### config.mk
export PLATFORM = sky130hd
export DESIGN_NAME = arb2_mux_ctrl
export DESIGN_NICKNAME = d
export VERILOG_FILES = /design/src/rtl/arb2_mux_ctrl.sv
export SDC_FILE = /design/constraint.sdc
export NUM_CORES = 1
export LEC_CHECK = 0
export ABC_AREA = 1
export CORE_AREA = 2 2 40 42
export CTS_CLUSTER_DIAMETER = 30
export CTS_CLUSTER_SIZE = 24
export DETAILED_ROUTE_END_ITERATION = 10
export DIE_AREA = 0 0 42 44
export DONT_BUFFER_PORTS = 1
export PLACE_DENSITY = 0.61
export REMOVE_ABC_BUFFERS = 1
export SYNTH_ARGS = -nofsm -noshare
export SYNTH_HDL_FRONTEND = slang
export SYNTH_SLANG_ARGS = --single-unit
### constraint.sdc
create_clock -name clk -period 1.6 [get_ports clk]
set_input_delay 0.24 -clock clk [delete_from_list [all_inputs] [get_ports clk]]
set_output_delay 0.24 -clock clk [all_outputs]
set_load 0.005 [all_outputs]
### src/rtl/arb2_mux_ctrl.sv
`default_nettype none
// ============================================================================
// Module      : arb2_mux_ctrl
// Description : Two-requester bursted round-robin arbiter driving a 2:1 data
//               mux, with a one-entry registered valid/ready output stage.
//               Optional macro ARB2_MUX_FIXED_PRIO_EN selects strict A priority.
// Revision    : 1.0 - initial release
// ============================================================================
module arb2_mux_ctrl #(
  parameter int DATA_W    = 8,
  parameter int BURST_MAX = 2
) (
  input  logic              clk,
  input  logic              resetn,
  input  logic              a_valid,
  input  logic [DATA_W-1:0] a_data,
  output logic              a_ready,
  input  logic              b_valid,
  input  logic [DATA_W-1:0] b_data,
  output logic              b_ready,
  output logic              dout_valid,
  output logic [DATA_W-1:0] dout,
  input  logic              dout_ready,
  output logic              sel
);

  logic              w_load;
  logic              w_any;
  logic              w_xfer;
  logic              w_grant;
  logic              r_dout_valid;
  logic [DATA_W-1:0] r_dout;
  logic              r_sel;

  // Output stage can take a beat when empty or draining in the same cycle.
  assign w_load = ~r_dout_valid | dout_ready;
  assign w_any  = a_valid | b_valid;
  assign w_xfer = w_load & w_any;

`ifdef ARB2_MUX_FIXED_PRIO_EN
  assign w_grant = ~a_valid;
`else
  localparam int                 c_CNT_W   = $clog2(BURST_MAX + 1);
  localparam logic [c_CNT_W-1:0] c_CNT_MAX = c_CNT_W'(BURST_MAX);
  localparam logic [c_CNT_W-1:0] c_CNT_ONE = c_CNT_W'(1);

  logic               r_last;
  logic [c_CNT_W-1:0] r_cnt;

  // Contested beats stay with the last winner until its burst saturates.
  always_comb begin
    w_grant = ~a_valid;
    if (a_valid & b_valid) begin
      w_grant = (r_cnt < c_CNT_MAX) ? r_last : ~r_last;
    end
  end

  always_ff @(posedge clk) begin
    if (!resetn) begin
      r_last <= 1'b1;
      r_cnt  <= c_CNT_MAX;
    end else if (w_xfer) begin
      r_last <= w_grant;
      if (w_grant == r_last) begin
        r_cnt <= (r_cnt == c_CNT_MAX) ? r_cnt : r_cnt + c_CNT_ONE;
      end else begin
        r_cnt <= c_CNT_ONE;
      end
    end
  end
`endif

  // Readies are suppressed while reset is applied so no beat is lost.
  assign a_ready = resetn & w_load & a_valid & ~w_grant;
  assign b_ready = resetn & w_load & b_valid &  w_grant;

  always_ff @(posedge clk) begin
    if (!resetn) begin
      r_dout_valid <= 1'b0;
      r_dout       <= '0;
      r_sel        <= 1'b0;
    end else if (w_xfer) begin
      r_dout_valid <= 1'b1;
      r_dout       <= w_grant ? b_data : a_data;
      r_sel        <= w_grant;
    end else if (dout_ready) begin
      r_dout_valid <= 1'b0;
    end
  end

  assign dout_valid = r_dout_valid;
  assign dout       = r_dout;
  assign sel        = r_sel;

endmodule
`default_nettype wire

# Word level (Yosys, flattened, before mapping)
# Cells that the tools add are included.
# Widths: inputs -> output; s select.
dict set report word_totals {
  reg_bits 13
  in_bits 21
  output_inout_bits 12
  elab_cells 32
}
dict set report op_classes {
  n_addsub 1
  order_cmp 1
  n_eq_ne 3
  muxes 7
  n_bitwise 13
  reduce_logical 2
}
# cell count
set ops {}
lappend ops {{$mux 8} 1}
lappend ops {{$and 1x1->1} 7}
lappend ops {{$mux 1} 4}
lappend ops {{$mux 2} 2}
lappend ops {{$not 1->1} 4}
lappend ops {{$add 2x1->2 const B} 1}
lappend ops {{$eq 2x2->1 const B} 1}
lappend ops {{$lt 2x2->1 const B} 1}
lappend ops {{$ne 2x2->1 const B} 1}
lappend ops {{$or 1x1->1} 2}
lappend ops {{$reduce_and 2->1} 1}
lappend ops {{$reduce_bool 2->1} 1}
lappend ops {{$eq 1x1->1} 1}

# Logic depth before layout (Yosys ltp)
# Gate-level depths: netlist of the first run.
dict set report depth {
  ltp_word 6
  depth_mapped 8
  depth_no_buf 8
}

# Least setup slack after synthesis of the first run
# No wires, ideal clock.
dict set report synth_path {
  path_kind {reg2out}
  startpoint {reg r_cnt[1]}
  endpoint {out b_ready}
  t_arrival_ps 980
  required_time_ps 1360
  slack_ps 380
  stages_incl_launch_ff 8
  path_buffers 1
  cell_sequence {dfxtp_1 > inv_1 > nand2_1 > nand3_2 > nand2_2 > buf_6 > nand2_1 > nor2_1}
}
dict set report synth_via {
  elab_chain_cells 4
}
# item line_no
set synth_rtl {}
lappend synth_rtl {{start: declaration} 48} ;# logic [c_CNT_W-1:0] r_cnt;
lappend synth_rtl {{start signal: assignment} 61} ;# r_cnt <= c_CNT_MAX;
lappend synth_rtl {{start signal: assignment} 65} ;# r_cnt <= (r_cnt == c_CNT_MAX) ? r_cnt : r_cnt + c_CNT_ONE;
lappend synth_rtl {{start signal: assignment} 67} ;# r_cnt <= c_CNT_ONE;
lappend synth_rtl {{$lt 2x2->1} 54} ;# w_grant = (r_cnt < c_CNT_MAX) ? r_last : ~r_last;
lappend synth_rtl {{$mux 1} 54}
lappend synth_rtl {{$mux 1} 53} ;# if (a_valid & b_valid) begin
lappend synth_rtl {{$and 1x1->1} 75} ;# assign b_ready = resetn & w_load & b_valid & w_grant;
lappend synth_rtl {{end: declaration} 20} ;# output logic b_ready,
# No other way between the ends.

# Worst setup path in the final report of the first run
dict set report layout_path {
  startpoint {reg r_last}
  endpoint {out b_ready}
}
dict set report layout_via {
  elab_chain_cells 4
}
# item line_no
set layout_rtl {}
lappend layout_rtl {{start: declaration} 47} ;# logic r_last;
lappend layout_rtl {{start signal: assignment} 63} ;# r_last <= w_grant;
lappend layout_rtl {{$not 1->1} 54}
lappend layout_rtl {{$mux 1 *} 54}
lappend layout_rtl {{$mux 1 *} 53}
lappend layout_rtl {{$and 1x1->1 *} 75}
# Every way passes the cells marked *; elsewhere a longest branch is shown, timed or not.

==> summary.txt, run 1 <==
Critical path
  – R2r worst-path depth: 7
  – Startpoint Class: register
  – Worst R2R Start: dout_valid
  – RR Endpoint: dout[0]
  – Critical path endpoint: b_ready
  – Crit path launch: r_last
  – Reg-to-reg setup timing slack: 360 ps
  – Critical path class: reg2out
  – Data required, critical path: 1360 ps
  – CP endpoint kind: primary output
  – CP Data Arrival Time: 1260 ps
  – Maximum fanout along the worst path: 19

GRT
  – GRT overflow: 0
  – Initial antenna violation count: 0
  – Total track usage: 0.151
  – Largest net degree at the start of global routing: 20
  – Wire length of the first global-routing pass: 2060 µm
  – Vias in the first global route: 486

Clocking
  – H-tree depth: 1
  – CTS Sinks: 13
  – Reg clk slew, reported paths: 80 ps
  – Worst-skew pair later-pin latency: 280 ps
  – CTS root buf: clkbuf_4
  – CTS buffer count: 3
  – CTS max path bufs: 2
  – CTS tree: done

STA
  – Fin worst setup slack: 105 ps
  – Fin crit share: 0.935
  – Setup violations, final: 0
  – Clock skew: 3.47 ps
  – Minimum clock period: 1500 ps
  – Slew HR: 0.815
  – Worst-Margin Slew: 275 ps
  – Setup tns final: 0 ps
  – Final Hold Vio Count: 0
  – FMAX: 0.669 GHz
  – Final Max Slew Viols: 0

Power
  – LEAKAGE: 0.331 nW
  – P per Cell Area: 1070 nW/µm²
  – Overall power: 0.764 mW
  – Max IR drop VDD: 0.610 mV

Place
  – DP HPWL: 944 µm
  – Pre-CTS setup slack: 262 ps
  – Placed insts: 111
  – RePlAce Congestion: 0.755
  – Port bufs: 0

Route
  – Routed wire length per instance: 11.6 µm
  – Vias per cell: 5.17
  – DR DRC count: 0
  – Final wirelength: 1330 µm
  – Final ANT Viol Nets: 0
  – Via Count: 594
  – Detailed Routing Iterations Pass 1: 4
  – Iter 0 DRT Violations: 11

Logic synthesis
  – Number of synthesized register bits: 13
  – Synth unique cells: 17
  – Share of the synthesized area in the top cell type: 0.385
  – Ys Warns: 0
  – Synth area leader: dfxtp_1
  – Post-Syn Instances: 97
  – Avg Cell Area, Syn: 6.97 µm²
  – FFs w/ async S/R, synth: 0
  – Post-synth EDFFs: 0
  – Predominant post-synthesis flop cell: dfxtp_1
  – Cell area after synthesis: 676 µm²
  – Sequential element share of the synthesized area: 0.385
  – Synth area leaders: dfxtp_1 39%, a21oi_1 13%, nand2_1 12%, inv_1 7.8%, o21ai_1 5.9%

Cells and area
  – Final Core Density: 0.504
  – Area growth from synthesis to layout: 5.74%
  – Final nets: 122
  – Post-Layout Cell Count: 115
  – Filler cell count: 159
  – Fraction of layout cells with a size suffix above 1: 0.101
  – Antenna diode count: 0

Flow run
  – Max_cap viols: 0

Hold path
  – Hold Path Class: in2reg

Floorplanning
  – Cell Rows: 14
  – Core Region: 1420 µm²
  – Top-Level Pins: 33
  – Initial Util: 0.476
  – Die H: 44 µm
  – Die area: 1850 µm²
  – Die X: 42 µm

Status
  – Status: finished clean
[kinds of logic (layout without fill, tap and decap cells)]
family	after synthesis	in the layout	synth area share
buf+inv	19	21	0.128
flops	13	13	0.385
compound gates	30	30	0.257
simple gates	34	34	0.211
fa+ha+maj	1	1	0.0185
[registers in the layout, summed over array words and instances (netlist names)]
register	count
r_cnt	2
sel	1
dout	8
dout_valid	1
r_last	1
[metal layers]
metal  GRT usage  routed length [µm]  vias up
met2       0.247                 634       17
met5           0                   0        -
met1       0.168                 582      256
li1            -                   -      317
met3      0.0417                  78        4
met4       0.116                  34        0
[synthesized netlist by cell type, types with 2 or more instances]
| master | count |
|---|---|
| nand2_1 | 22 |
| a21oi_1 | 18 |
| inv_1 | 14 |
| dfxtp_1 | 13 |
| o21ai_1 | 8 |
| nor2_1 | 6 |
| nand3_1 | 3 |
| buf_6 | 2 |
| inv_2 | 2 |
| o211ai_1 | 2 |
[power by group]
group          internal, mW  leakage [nW]  total (mW)  switching [mW]
clock                0.0968        0.0150       0.205           0.109
sequential            0.361         0.108       0.390          0.0290
combinational        0.0656         0.208       0.168           0.103
total                 0.524         0.331       0.764           0.240
[worst min path at each step]
| stage | startpoint | to | slack [ps] | cells after the start |
|---|---|---|---|---|
| final | resetn | r_cnt[1] | 50 | 1 |
| after global routing | resetn | r_last | 50 | 1 |
| after CTS | resetn | r_cnt[1] | 50 | 1 |
| after detailed placement | resetn | r_cnt[1] | 340 | 1 |
| after global placement | resetn | r_cnt[1] | 340 | 1 |
| after floorplan | resetn | r_cnt[1] | 320 | 1 |
[repair_timing]
action,4_1_cts,5_1_grt
pin swaps,0,0
setup endpoints to repair,1,1
buffers inserted,0,0
hold buffers,0,0
gates resized for setup,1,2
[cell usage in the layout (no fill, tap or decap), types with 2 or more instances in the layout]
master,n
nand2_1,22
a21oi_1,18
inv_1,14
dfxtp_1,12
o21ai_1,8
nor2_1,6
nand3_1,3
clkbuf_4,3
o211ai_1,2
inv_2,2
[worst max-delay path, cell delays in order (launching register included)]
cell	delay (ps)
dfxtp_1	350
inv_1	80
nand2_1	80
nand3_2	120
nand2_8	150
nand2_1	60
nor2_1	130
[final cells by class]
type	instances	area, µm²	area share
flip-flops and latches	13	262	0.366
multi-input cells	65	343	0.480
well taps	16	20.0	0.0280
clock buffers	4	26.3	0.0368
inverters	17	63.8	0.0893
[metrics by stage]
stage | area, µm² | hold WS, ps
floorplan | 653 | 325
global placement | 673 | 337
detailed placement | 673 | 337
CTS | 704 | 47.9
global route | 714 | 46.2
finish | 714 | 49.0
Power figures use the tool's default switching activity.
==> inputs of run 2 (changes only) <==
--- a/config.mk
+++ b/config.mk
@@ -12,8 +12,9 @@
 export DETAILED_ROUTE_END_ITERATION = 10
 export DIE_AREA = 0 0 42 44
 export DONT_BUFFER_PORTS = 1
-export PLACE_DENSITY = 0.61
+export PLACE_DENSITY_LB_ADDON = 0.1
 export REMOVE_ABC_BUFFERS = 1
+export SETUP_SLACK_MARGIN = 0.2
 export SYNTH_ARGS = -nofsm -noshare
 export SYNTH_HDL_FRONTEND = slang
 export SYNTH_SLANG_ARGS = --single-unit
==> run 2 against run 1 <==
  * Non-clock buffer count up 1
  * Maximum frequency up 8.0%
  * Via count up 0.67%
  * Routed wire length down 1.5%
  * Global-route usage down 0.21 points
  * Total power up 0.54%
  * Critical endpoint unchanged
==> summary.txt, run 2 (same netlist as run 1, synthesis figures left out) <==
Route
  – Detailed Routing Iterations Pass 1: 2
  – DR DRC count: 0
  – Routed wire length per instance: 11.3 µm
  – Via Count: 598
  – Vias per cell: 5.16
  – Final wirelength: 1310 µm
  – Iter 0 DRT Violations: 8
  – Final ANT Viol Nets: 0

Floorplanning
  – Core Region: 1420 µm²
  – Die area: 1850 µm²
  – Die X: 42 µm
  – Top-Level Pins: 33
  – Die H: 44 µm
  – Initial Util: 0.476
  – Cell Rows: 14

Power
  – LEAKAGE: 0.336 nW
  – Max IR drop VDD: 0.510 mV
  – P per Cell Area: 1060 nW/µm²
  – Overall power: 0.768 mW

Critical path
  – Worst R2R Start: r_last
  – CP max stage delay: 350 ps
  – CP endpoint kind: primary output
  – Startpoint Class: register
  – Maximum fanout along the worst path: 3
  – R2r worst-path depth: 8
  – Data required, critical path: 1360 ps
  – Reg-to-reg setup timing slack: 310 ps
  – RR Endpoint: dout[7]
  – Critical path class: reg2out
  – CP Data Arrival Time: 1140 ps
  – Slowest CP cell: dfxtp_1
  – Cells along the critical path: inv_1, nand2_1, nand3_2, nand2_8, nand2_1, nor2_2
  – CP most frequent cell: nand2_1

GRT
  – GRT overflow: 0
  – Initial antenna violation count: 0
  – Wire length of the first global-routing pass: 2050 µm
  – Largest net degree at the start of global routing: 19
  – Total track usage: 0.149
  – Vias in the first global route: 538

Cells and area
  – Area growth from synthesis to layout: 7.59%
  – Final Core Density: 0.512
  – Post-Layout Cell Count: 116
  – Fin area: 727 µm²
  – Fraction of layout cells with a size suffix above 1: 0.130
  – Final nets: 123
  – Commonest non-fill, non-tap cell in the layout: nand2_1
  – Max reg flops: 8
  – Filler cell count: 153
  – Most frequent cells in the layout: 22 x nand2_1, 18 x a21oi_1, 14 x inv_1
  – Antenna diode count: 0

STA
  – Minimum clock period: 1380 ps
  – Final Max Slew Viols: 0
  – Worst-Margin Slew: 273 ps
  – Fin worst setup slack: 215 ps
  – Setup violations, final: 0
  – RSZ-0062 raised after global routing: true
  – FMAX: 0.722 GHz
  – Setup tns final: 0 ps
  – Final Hold Vio Count: 0
  – Fin crit share: 0.865
  – Slew HR: 0.817
  – Clock skew: 3.12 ps
  – Min Hold Slack: 45.9 ps

Place
  – Port bufs: 0
  – Pre-CTS setup slack: 279 ps
  – Placed cell area: 673 µm²
  – Placed insts: 111
  – DP HPWL: 955 µm
  – RePlAce Congestion: 0.722

Hold path
  – Hold Path Class: in2reg
  – Worst hold start: resetn
  – Hold Path Sink: r_cnt[1]
  – Hold path cells: 1

Clocking
  – Worst-skew pair later-pin latency: 280 ps
  – CTS tree: done
  – CTS buffer count: 3
  – CTS Sinks: 13
  – CTS max path bufs: 2
  – H-tree depth: 1
  – CTS root buf: clkbuf_4
  – Reg clk slew, reported paths: 80 ps

Flow run
  – Max_cap viols: 0

Status
  – Status: finished clean
run 2: worst max-delay path, delay by kind of cell (launching register included):
family        cells  cell delay [ps]
buf+inv           1               80
simple gates      5              440
flops             1              350
run 2: how the worst max path moves through the flow:
stage / start / end / slack, ps / cells past startpoint
finish: r_last / b_ready / 220 / 6
global route: r_last / b_ready / 150 / 6
CTS: r_last / b_ready / 200 / 6
detailed placement: r_cnt[1] / b_ready / 280 / 6
global placement: r_cnt[1] / b_ready / 300 / 6
floorplan: r_cnt[1] / b_ready / 410 / 6
run 2: per-layer routing:
layer	wire, µm	GRT usage	share of wire	up-vias
met5	0	0	0	-
met4	38	0.123	0.029	0
met3	72	0.0375	0.055	4
met2	657	0.275	0.50	14
met1	541	0.139	0.41	263
li1	-	-	-	317
run 2: cell type report:
| type | count | area [µm²] | area share |
|---|---|---|---|
| inverter | 17 | 63.8 | 0.0878 |
| tap | 16 | 20.0 | 0.0275 |
| clock buffer | 4 | 26.3 | 0.0361 |
| sequential | 13 | 262 | 0.360 |
| multi-input combinational | 65 | 348 | 0.478 |
| timing repair buffer | 1 | 7.51 | 0.0103 |
run 2: what timing repair did:
item / CTS / global route
gates cloned: 0 / 0
hold buffers: 0 / 0
gates resized for setup: 3 / 2
buffers inserted: 1 / 0
pin swaps: 1 / 0
endpoints found under the setup margin: 2 / 2
run 2: power breakdown:
part,internal [mW],switching [mW]
clock,0.0968,0.108
sequential,0.361,0.0292
combinational,0.0685,0.104
total,0.526,0.242
